--- src/rtl/dmem_arbiter.sv ---
// Round-robin arbiter that shares one word-addressed data RAM between the core (port 0)
// and the debug/DMA path (port 1). It supports a bounded bus lock and registered responses.
module dmem_arbiter #(
  parameter int DEPTH    = 128,
  parameter int MAX_LOCK = 8
) (
  input  logic        clk,
  input  logic        reset,
  input  logic        req0,
  input  logic        req1,
  input  logic        write0,
  input  logic        write1,
  input  logic        lock0,
  input  logic        lock1,
  input  logic [31:0] addr0,
  input  logic [31:0] addr1,
  input  logic [31:0] wdata0,
  input  logic [31:0] wdata1,
  output logic        gnt0,
  output logic        gnt1,
  output logic        rsp_valid0,
  output logic        rsp_valid1,
  output logic        rsp_err0,
  output logic        rsp_err1,
  output logic [31:0] rsp_rdata0,
  output logic [31:0] rsp_rdata1,
  output logic [31:0] mem_address,
  output logic [31:0] mem_write_data,
  output logic        mem_write_enable,
  input  logic [31:0] mem_read_data
);

  localparam int CW = $clog2(MAX_LOCK + 1);

  typedef enum logic {OPEN, LOCKED} state_t;

  state_t          state;
  logic            owner;
  logic            last_grant;
  logic [CW-1:0]   lock_cnt;

  logic            any_gnt;
  logic            winner;
  logic [31:0]     sel_addr;
  logic [31:0]     sel_wdata;
  logic            sel_write;
  logic            sel_lock;
  logic            in_range;
  logic            owner_lock;
  logic            lock_last;

  // On a tie the port that did not win last time goes first.
  always_comb begin
    gnt0 = 1'b0;
    gnt1 = 1'b0;
    if (!reset) begin
      if (state == LOCKED) begin
        gnt0 = !owner && req0;
        gnt1 = owner && req1;
      end else if (req0 && req1) begin
        gnt0 = last_grant;
        gnt1 = !last_grant;
      end else begin
        gnt0 = req0;
        gnt1 = req1;
      end
    end
  end

  assign any_gnt    = gnt0 | gnt1;
  assign winner     = gnt1;
  assign sel_addr   = gnt1 ? addr1  : addr0;
  assign sel_wdata  = gnt1 ? wdata1 : wdata0;
  assign sel_write  = gnt1 ? write1 : write0;
  assign sel_lock   = gnt1 ? lock1  : lock0;
  assign in_range   = sel_addr[31:2] < 30'(DEPTH);
  assign owner_lock = owner ? lock1 : lock0;
  assign lock_last  = (lock_cnt + CW'(1)) >= CW'(MAX_LOCK);

  assign mem_address      = any_gnt ? sel_addr  : 32'd0;
  assign mem_write_data   = any_gnt ? sel_wdata : 32'd0;
  assign mem_write_enable = any_gnt & sel_write & in_range;

  always_ff @(posedge clk) begin
    if (reset) begin
      state      <= OPEN;
      owner      <= 1'b0;
      last_grant <= 1'b1;
      lock_cnt   <= '0;
      rsp_valid0 <= 1'b0;
      rsp_valid1 <= 1'b0;
      rsp_err0   <= 1'b0;
      rsp_err1   <= 1'b0;
      rsp_rdata0 <= 32'd0;
      rsp_rdata1 <= 32'd0;
    end else begin
      rsp_valid0 <= gnt0;
      rsp_valid1 <= gnt1;
      rsp_err0   <= gnt0 & !in_range;
      rsp_err1   <= gnt1 & !in_range;
      rsp_rdata0 <= (gnt0 && !sel_write && in_range) ? mem_read_data : 32'd0;
      rsp_rdata1 <= (gnt1 && !sel_write && in_range) ? mem_read_data : 32'd0;

      case (state)
        OPEN: begin
          if (any_gnt) begin
            last_grant <= winner;
            // A lock budget of one grant means the opening grant already uses it up.
            if (sel_lock && MAX_LOCK > 1) begin
              state    <= LOCKED;
              owner    <= winner;
              lock_cnt <= CW'(1);
            end
          end
        end
        LOCKED: begin
          // Idle locked cycles also count, so a stalled owner still releases the bus.
          lock_cnt <= lock_cnt + CW'(1);
          if (!owner_lock || lock_last) begin
            state      <= OPEN;
            last_grant <= owner;
            lock_cnt   <= '0;
          end
        end
        default: state <= OPEN;
      endcase
    end
  end

endmodule

--- config.mk ---
export PLATFORM = sky130hd
export DESIGN_NAME = dmem_arbiter
export DESIGN_NICKNAME = d
export VERILOG_FILES = /design/src/rtl/dmem_arbiter.sv
export SDC_FILE = /design/constraint.sdc
export NUM_CORES = 1
export LEC_CHECK = 0
export CORE_ASPECT_RATIO = 0.5
export CORE_MARGIN = 2
export CORE_UTILIZATION = 32
export DETAILED_ROUTE_END_ITERATION = 12
export PLACE_DENSITY = 0.81
export SYNTH_ARGS = -nofsm -noshare
export SYNTH_HDL_FRONTEND = slang
export SYNTH_SLANG_ARGS = --single-unit
--- constraint.sdc ---
create_clock -name clk -period 2.05 [get_ports clk]
set_input_delay 0.205 -clock clk [delete_from_list [all_inputs] [get_ports clk]]
set_output_delay 0.205 -clock clk [all_outputs]
set_load 0.005 [all_outputs]
Yosys cells after proc, flatten, opt, wreduce, memory -nomap -nowiden
Cells that the tools add are included.
{ "classes": {"shift": 0, "n_eq_ne": 3, "magnitude_cmp": 2, "bitwise": 8, "reduce_logical": 18, "multipliers": 0, "n_mux": 24, "div": 0, "addsub": 1} }
{ "op_table": {"columns": ["cell", "n"], "rows": [
  ["32-bit 2-to-1 mux", 4],
  ["30-bit by 8-bit less-than comparator with 1-bit output, second input constant", 1],
  ["1-bit 2-to-1 mux", 14],
  ["4-bit 2-to-1 mux", 3],
  ["4-bit one-hot mux with 2 select lines", 1],
  ["1-bit logical AND", 7],
  ["1-bit logical NOT", 5],
  ["4-bit by 1-bit adder with 4-bit output, second input constant", 1],
  ["1-bit AND", 4],
  ["4-bit >= comparator, second input constant", 1],
  ["2-bit != test, second input constant", 2],
  ["1-bit one-hot mux with 2 select lines", 2],
  ["2-bit AND reduction", 2],
  ["2-bit OR reduction", 2],
  ["1-bit NOT", 3],
  ["3-bit AND reduction", 1],
  ["2-bit by 1-bit != test with 1-bit output, second input constant", 1],
  ["1-bit logical OR", 1],
  ["1-bit bitwise OR", 1]
]} }
{ "word_totals": {"output_inout_bits": 135, "romBits": 0, "elab_cells": 66, "in_bits": 168, "register_bits": 75, "memories": 0, "ramBits": 0, "latch_bits": 0} }

Longest topological paths before layout
Gate-level depths: netlist of the first run.
{ "depth": {"depth_word": 10, "ltp_mapped": 7, "mapped_depth_nobuf": 5} }

Least setup slack after synthesis of the first run
OpenSTA, ideal clock, no wires.
{ "synth_timing": {"path_type": "register to output", "startpoint": "reg owner", "endpoint": "out mem_write_enable", "required_time_ns": 1.845, "path_stages_with_launch": 6, "t_arrival_ns": 1.470, "path_buffers": 0, "slack_ns": 0.375, "cell_sequence": "dfxtp_1 nand2b_1 nand3_2 inv_2 or4b_2 a21oi_1"} }
{ "synth_between": {"elab_chain_len": 7, "word_cells_on_any_way": 13, "cone_classes": "1 x order compare; 6 x mux; 3 x bitwise; 3 x reduce/logical"} }
{ "synth_rtl": {"columns": ["item", "line", "text"], "rows": [
  ["from (decl)", "38", "logic owner;"],
  ["from (signal assigned)", "111", "owner <= winner;"],
  ["branches (longest 6 deep; another with 30-bit by 8-bit less-than comparator with 1-bit output)", null, null],
  ["1-bit AND *", "82", "assign mem_write_enable = any_gnt & sel_write & in_range;"],
  ["to (decl)", "29", "output logic mem_write_enable,"]
]} }
Mark *: on every way between the ends.

Final worst setup path of the first run
{ "layout_timing": {"startpoint": "reg state", "endpoint": "out mem_write_data[13]"} }
{ "layout_between": {"elab_chain_len": 4, "word_cells_on_any_way": 7, "cone_classes": "6 x mux; 1 x bitwise"} }
{ "layout_rtl": {"columns": ["item", "line", "text"], "rows": [
  ["from (decl)", "37", "state_t state;"],
  ["from (signal assigned)", "86", "state <= OPEN;"],
  ["from (signal assigned)", "110", "state <= LOCKED;"],
  ["from (signal assigned)", "120", "state <= OPEN;"],
  ["1-bit 2-to-1 mux", "57", "if (state == LOCKED) begin"],
  ["1-bit 2-to-1 mux", "56", "if (!reset) begin"],
  ["32-bit 2-to-1 mux or 1-bit bitwise OR (tied branches)", "73, 70", null],
  ["32-bit 2-to-1 mux *", "81", "assign mem_write_data = any_gnt ? sel_wdata : 32'd0;"],
  ["to (decl)", "28", "output logic [31:0] mem_write_data,"]
]} }
Every way passes the cells marked *; elsewhere a longest branch is shown, timed or not.

==> results of run 1 <==
## registers in the layout (all words and copies together) (netlist names)
signal and flops:
rsp_valid1 1, rsp_valid0 1, rsp_rdata1 32, lock_cnt 4, last_grant 1, owner 1
rsp_err1 1, rsp_rdata0 32, rsp_err0 1, state 1
## critical path, stage by stage (launching register included)
cell and delay, ns:
dfxtp_2 0.33, buf_6 0.12, nand2b_4 0.14, o211a_4 0.26, buf_6 0.13, buf_6 0.13, buf_16 0.13, buf_12 0.12
a22o_1 0.17, buf_2 0.12
## how the worst max path moves through the flow
| stage | startpoint | end | slack (ns) |
|---|---|---|---|
| after floorplan | owner | mem_write_enable | 0.37 |
| after global placement | addr1[11] | mem_write_enable | -0.88 |
| after detailed placement | addr1[11] | mem_write_enable | -0.88 |
| after CTS | state | mem_write_data[13] | -0.19 |
| after global routing | state | mem_write_data[5] | -0.20 |
| final | state | mem_write_data[13] | -0.14 |
## cells in the mapped netlist, types with 9 or more instances
library cell	count
dfxtp_1	75
a22o_1	51
inv_1	37
and2_1	32
a211oi_2	30
nand2_1	29
a21oi_1	20
clkbuf_1	14
nor4_1	10
buf_2	9
## per-stage QoR
stage,setup TNS [ns],utilization
2_1_floorplan,0,-
3_3_place_gp,-57.45,0.669
3_5_place_dp,-59.01,0.669
4_1_cts,-2.34,0.733
5_1_grt,-2.79,0.739
6_report,-1.28,0.739
## final cells by class
cell class | count | share of cell area
Clock buffer | 9 | 0.0293
Clock inverter | 6 | 0.00846
Inverter | 38 | 0.0192
Multi-Input combinational cell | 225 | 0.245
Sequential cell | 75 | 0.195
Tap cell | 140 | 0.0228
Timing Repair Buffer | 376 | 0.480
## per-layer routing
metal / part of all wire / vias up
li1: - / 2043
met1: 0.41 / 2075
met2: 0.49 / 203
met3: 0.088 / 32
met4: 0.017 / 0
met5: 0 / -
## what timing repair did
| item | 4_1_cts | 5_1_grt |
|---|---|---|
| setup endpoints to repair | 132 | 97 |
| gates cloned | 8 | 2 |
| resized for setup | 219 | 97 |
| buffers inserted | 11 | 8 |
| pin swaps | 16 | 23 |
## placed cells by master (no fill, tap or decap), types with 5 or more instances in the layout
master and count:
a21oi_1 13, clkdlybuf4s15_1 8, clkdlybuf4s50_1 208, buf_16 6
buf_2 26, nand2_1 29, clkbuf_16 11, clkbuf_2 32
a22o_1 47, dfxtp_1 74, buf_12 10, nor2_1 5
a211oi_2 28, buf_6 11, buf_4 43, dlymetal6s2s_1 15
a21oi_2 5, dlygate4sd2_1 11, nor4_2 5, and2_1 32
inv_1 37
## cells by family (layout without fill, tap and decap cells)
group	after synthesis	count (layout)	synth area share
xor gates and xnor gates	1	1	0.00250
adders and majority gates	1	1	0.00357
and+or+nand+nor	102	102	0.165
muxes	3	3	0.00857
AOI/OAI and AO/OA	118	118	0.302
buffers and inverters	71	429	0.0900
DFF	75	75	0.429
## report_power, final
part	internal [mW]	switching, mW
combinational	0.659	0.453
clock	0.939	0.616
sequential	1.47	0.00894
total	3.07	1.08
==> impl_metrics.toml, run 1 <==
[global_route]
grt_pass1_vias = 4290
grt_pass1_wl_um = 25700
gr-total-overflow = 0
met3_usage = 0.112
antenna_found_initial = 0
use_met2 = 0.486
busiest_layer = "met2"
grt_start_max_net_pins = 34
grt.total_usage = 0.285
use_met1 = 0.343

[detailed_routing]
drt_iter0_markers = 308
wirelength_um = 18000
vias = 4353
avgRoutedWirePerCell_um = 20.7
firstDrtPassIters = 4
drc_errors = 0
avgViaCountPerCell = 5.01
ant_nets = 0

[placement]
pre_cts_slack_ns = -0.876
hpwl_um = 13100
portBuffers = 302
placed_cells_incl_taps = 828
place_congestion = 1.01
placed_area_um2 = 6960

[clock_tree]
htreeDepth = 3
numCtsBuffers = 9
insertion_delay_ns = 0.33
clkTransAtPathRegs_ns = 0.06
cts_tree = "done"
clk_root_buffer_cell = "clkbuf_16"
clk_path_buf_depth = 2
clock-sinks = 75
cts_hold_buf = 0

[floorplanning]
rows = 26
core_area_um2 = 10400
die_w_um = 152
die_h_um = 78.0
die_area_um2 = 11800
initial_utilization = 0.336
pin_count = 303

[critical_path]
r2r_setup_slack_ns = 0.14
ff2ff_path_depth = 7
crit_type = "flop to primary output"
worstPathRequired_ns = 1.85
path_max_fanout = 4
r2r-end = "rsp_rdata0[30]"
worstSetupStartpointType = "flop"
timing.rr.start = "state"
arrival_ns = 1.99
cp-end-kind = "primary output"

[logic_synthesis]
synth.area.top_cells = "dfxtp_1 43%, a22o_1 13%, a211oi_2 11%, and2_1 5.7%, inv_1 4.0%"
syn_area_per_cell_um2 = 9.44
synth-seq-cells = 75
yosys_most_used_dff = "dfxtp_1"
synth_top_area_frac = 0.429
yosysTopAreaCell = "dfxtp_1"
synthArstFlopShare = 0
synth_nets = 540
yosysSeqAreaShare = 0.429
yosysWarnings = 0
syn_inst = 371
synth_edf_count = 0
synthesis.area_um2 = 3500
synth.distinct_cells = 47

[finish]
fin_area_um2 = 7690
fillCellCount = 787
multi_input_area_um2 = 1880
drive_gt1_frac = 0.285
insertedDiodeCount = 0
final_nets = 894
seq_area_um2 = 1500
syn_to_final_growth_pct = 120
fin_cells = 869

[sta]
slew_viol_final = 0
slew-limit-headroom = 0.779
rsz0062_at_grt = "true"
finalClockSkew_ns = 0.00737
worst_slack_ns = -0.141
period_needed_ns = 2.19
hold-worst-slack_ns = 0.422
fmax_mhz = 456
setup_viol = 28
final-hold-violation-count = 0
fin_crit_sh = 1.07
tightest_slew_ns = 0.329

[power]
p_total_mw = 4.15
powerDensity_nw_per_um2 = 540
p_leak_nw = 3.41
ir_drop_mv = 0.363

[hold_path]
hold_end = "rsp_rdata0[10]"
hold_path_startpoint = "mem_read_data[10]"
min_path_cells = 3
worst_hold_path_type = "input port to flop"

[outcome]
violations = "negative setup slack"
status = "complete, but fails checks"

[run]
max_cap_viol_count = 0
(Power assumes the default switching activity.)
==> inputs of run 2 (changes only) <==
==> constraint.sdc (replaced) <==
create_clock -name clk -period 2.5 [get_ports clk]
set_input_delay 0.25 -clock clk [delete_from_list [all_inputs] [get_ports clk]]
set_output_delay 0.25 -clock clk [all_outputs]
set_load 0.005 [all_outputs]
==> run 2 against run 1 <==
Compared with the run above: the run now ends clean; setup slack improved by 0.19 ns; total power down 17%; via count decreased by 5.4%; clock skew fell by 0.0020 ns; non-clock buffer count decreased by 25; first-iteration DRC count down 31%; clock-buffer cell count stayed put; cell count shrank 2.6%; sequential power fell by 18%; core utilization fell by 1.7 points; critical endpoint is now mem_write_enable; global-route usage decreased by 2.1 points.
==> impl_metrics.toml, run 2 (same netlist as run 1, synthesis figures left out) <==
[outcome]
status = "finished, final reports clean"

[detailed_routing]
wirelength_um = 16700
vias = 4116
drt_iter0_markers = 212
firstDrtPassIters = 4
avgViaCountPerCell = 4.87
avgRoutedWirePerCell_um = 19.7
ant_nets = 0
drc_errors = 0

[placement]
place_congestion = 1.06
portBuffers = 302
hpwl_um = 13000
placed_area_um2 = 6900

[global_route]
antenna_found_initial = 1
grt_pass1_vias = 4152
gr-total-overflow = 0
grt_pass1_wl_um = 24000
grt_start_max_net_pins = 34
grt.total_usage = 0.264

[critical_path]
r2r_setup_slack_ns = 0.39
timing.rr.start = "state"
path_max_fanout = 2
ff2ff_path_depth = 8
cp.depth = 7
cp-startpoint = "addr1[17]"
critical-path-top-delay-family = "simple AND/OR/NAND/NOR gates"
cp_slowest_cell = "or4_4"
cpPeakStageDelay_ns = 0.58
worstPathRequired_ns = 2.25
r2r-end = "rsp_rdata0[18]"
path_cells = "clkdlybuf4s50_1 -> nor3_1 -> buf_4 -> nand4_1 -> or4_4 -> a21oi_2 -> buf_2"
arrival_ns = 2.20
crit_type = "input port to primary output"
cp-end-kind = "primary output"
path_buf_inv = 3
worstSetupStartpointType = "input port"

[floorplanning]
pin_count = 303
die_h_um = 78.0
initial_utilization = 0.336
die_w_um = 152
die_area_um2 = 11800
core_area_um2 = 10400
rows = 26

[finish]
fin_util = 0.722
final_nets = 869
layout_common_cells = "288 x clkdlybuf4s50_1, 73 x dfxtp_1, 48 x a22o_1, 37 x inv_1, 35 x buf_4"
reg.largest.list = "rsp_rdata0 x32, rsp_rdata1 x32, lock_cnt x4"
fillCellCount = 798
fin_area_um2 = 7510
final_common_cell = "clkdlybuf4s50_1"
drive_gt1_frac = 0.167
syn_to_final_growth_pct = 115

[power]
p_leak_nw = 3.09
p_total_mw = 3.44
ir_drop_mv = 0.348
powerDensity_nw_per_um2 = 458

[sta]
tightest_slew_ns = 0.366
finalClockSkew_ns = 0.00534
fmax_mhz = 409
period_needed_ns = 2.45
setup_viol = 0
slew-limit-headroom = 0.754
final-hold-violation-count = 0
slew_viol_final = 0
fin_crit_sh = 0.979
hold-worst-slack_ns = 0.373

[hold_path]
min_path_cells = 3
hold_path_startpoint = "reset"
hold_end = "owner"
worst_hold_path_type = "input port to flop"

[clock_tree]
clk_path_buf_depth = 2
clk_root_buffer_cell = "clkbuf_16"
clkTransAtPathRegs_ns = 0.06
htreeDepth = 3
clock-sinks = 75
insertion_delay_ns = 0.32
cts_hold_buf = 0
numCtsBuffers = 9
cts_tree = "done"

[run]
max_cap_viol_count = 0
run 2: cell types whose count changed in the layout (fill, tap and decap cells not counted), moves of 3 or more:
| cell | delta |
|---|---|
| clkdlybuf4s50_1 | +80 |
| clkbuf_2 | -32 |
| buf_2 | -25 |
| buf_6 | -9 |
| dlygate4sd2_1 | -9 |
| buf_4 | -8 |
| clkdlybuf4s15_1 | -8 |
| buf_16 | -5 |
| a21oi_1 | +4 |
| dlymetal6s2s_1 | -4 |
| a21oi_2 | -3 |
run 2: metrics by stage:
step / instances / TNS, ns / setup slack [ns]
2_1_floorplan: 371 / 0 / 0.780
3_3_place_gp: 818 / -8.97 / -0.502
3_5_place_dp: 818 / -10.15 / -0.502
4_1_cts: 837 / 0 / 0.00227
5_1_grt: 845 / -0.0179 / -0.00811
6_report: 846 / 0 / 0.0529
run 2: cell type report:
cell class | count | area, um^2 | area share
diodes | 1 | 2.50 | 0.000333
clock buffers | 9 | 225 | 0.0300
clock inverters | 7 | 82.6 | 0.0110
inverters | 38 | 143 | 0.0190
multi-input cells | 225 | 1800 | 0.239
flip-flops and latches | 75 | 1500 | 0.200
well taps | 140 | 175 | 0.0233
repair buffers | 351 | 3590 | 0.477
run 2: what timing repair did:
item                                    in CTS  in global routing
resized for setup                           18                 28
cloned                                       1                  2
setup buffers                                2                  6
endpoints found under the setup margin      52                 61
pin swaps                                    7                  6
run 2: routing by layer:
layer,GRT usage,part of all wire,up-vias
met1,0.320,0.42,1920
met3,0.0888,0.080,14
met5,0,0,-
met4,0.0570,0.012,0
met2,0.457,0.49,184
li1,-,-,1998
run 2: how the worst max path moves through the flow:
stage	endpoint	slack (ns)
3_3_place_gp	mem_write_enable	-0.50
5_1_grt	mem_address[26]	-0.008
2_1_floorplan	mem_write_enable	0.78
3_5_place_dp	mem_write_enable	-0.50
4_1_cts	mem_write_enable	0.002
6_report	mem_write_enable	0.05
run 2: worst min-delay path, stage by stage:
cell and delay [ns]:
dlymetal6s2s_1 0.16, buf_6 0.18, a211oi_1 0.05
run 2: where the power goes:
| part | switching [mW] | total [mW] | internal (mW) |
|---|---|---|---|
| registers | 0.0102 | 1.22 | 1.21 |
| logic | 0.338 | 0.907 | 0.569 |
| clock network | 0.525 | 1.31 | 0.788 |
| total | 0.874 | 3.44 | 2.57 |
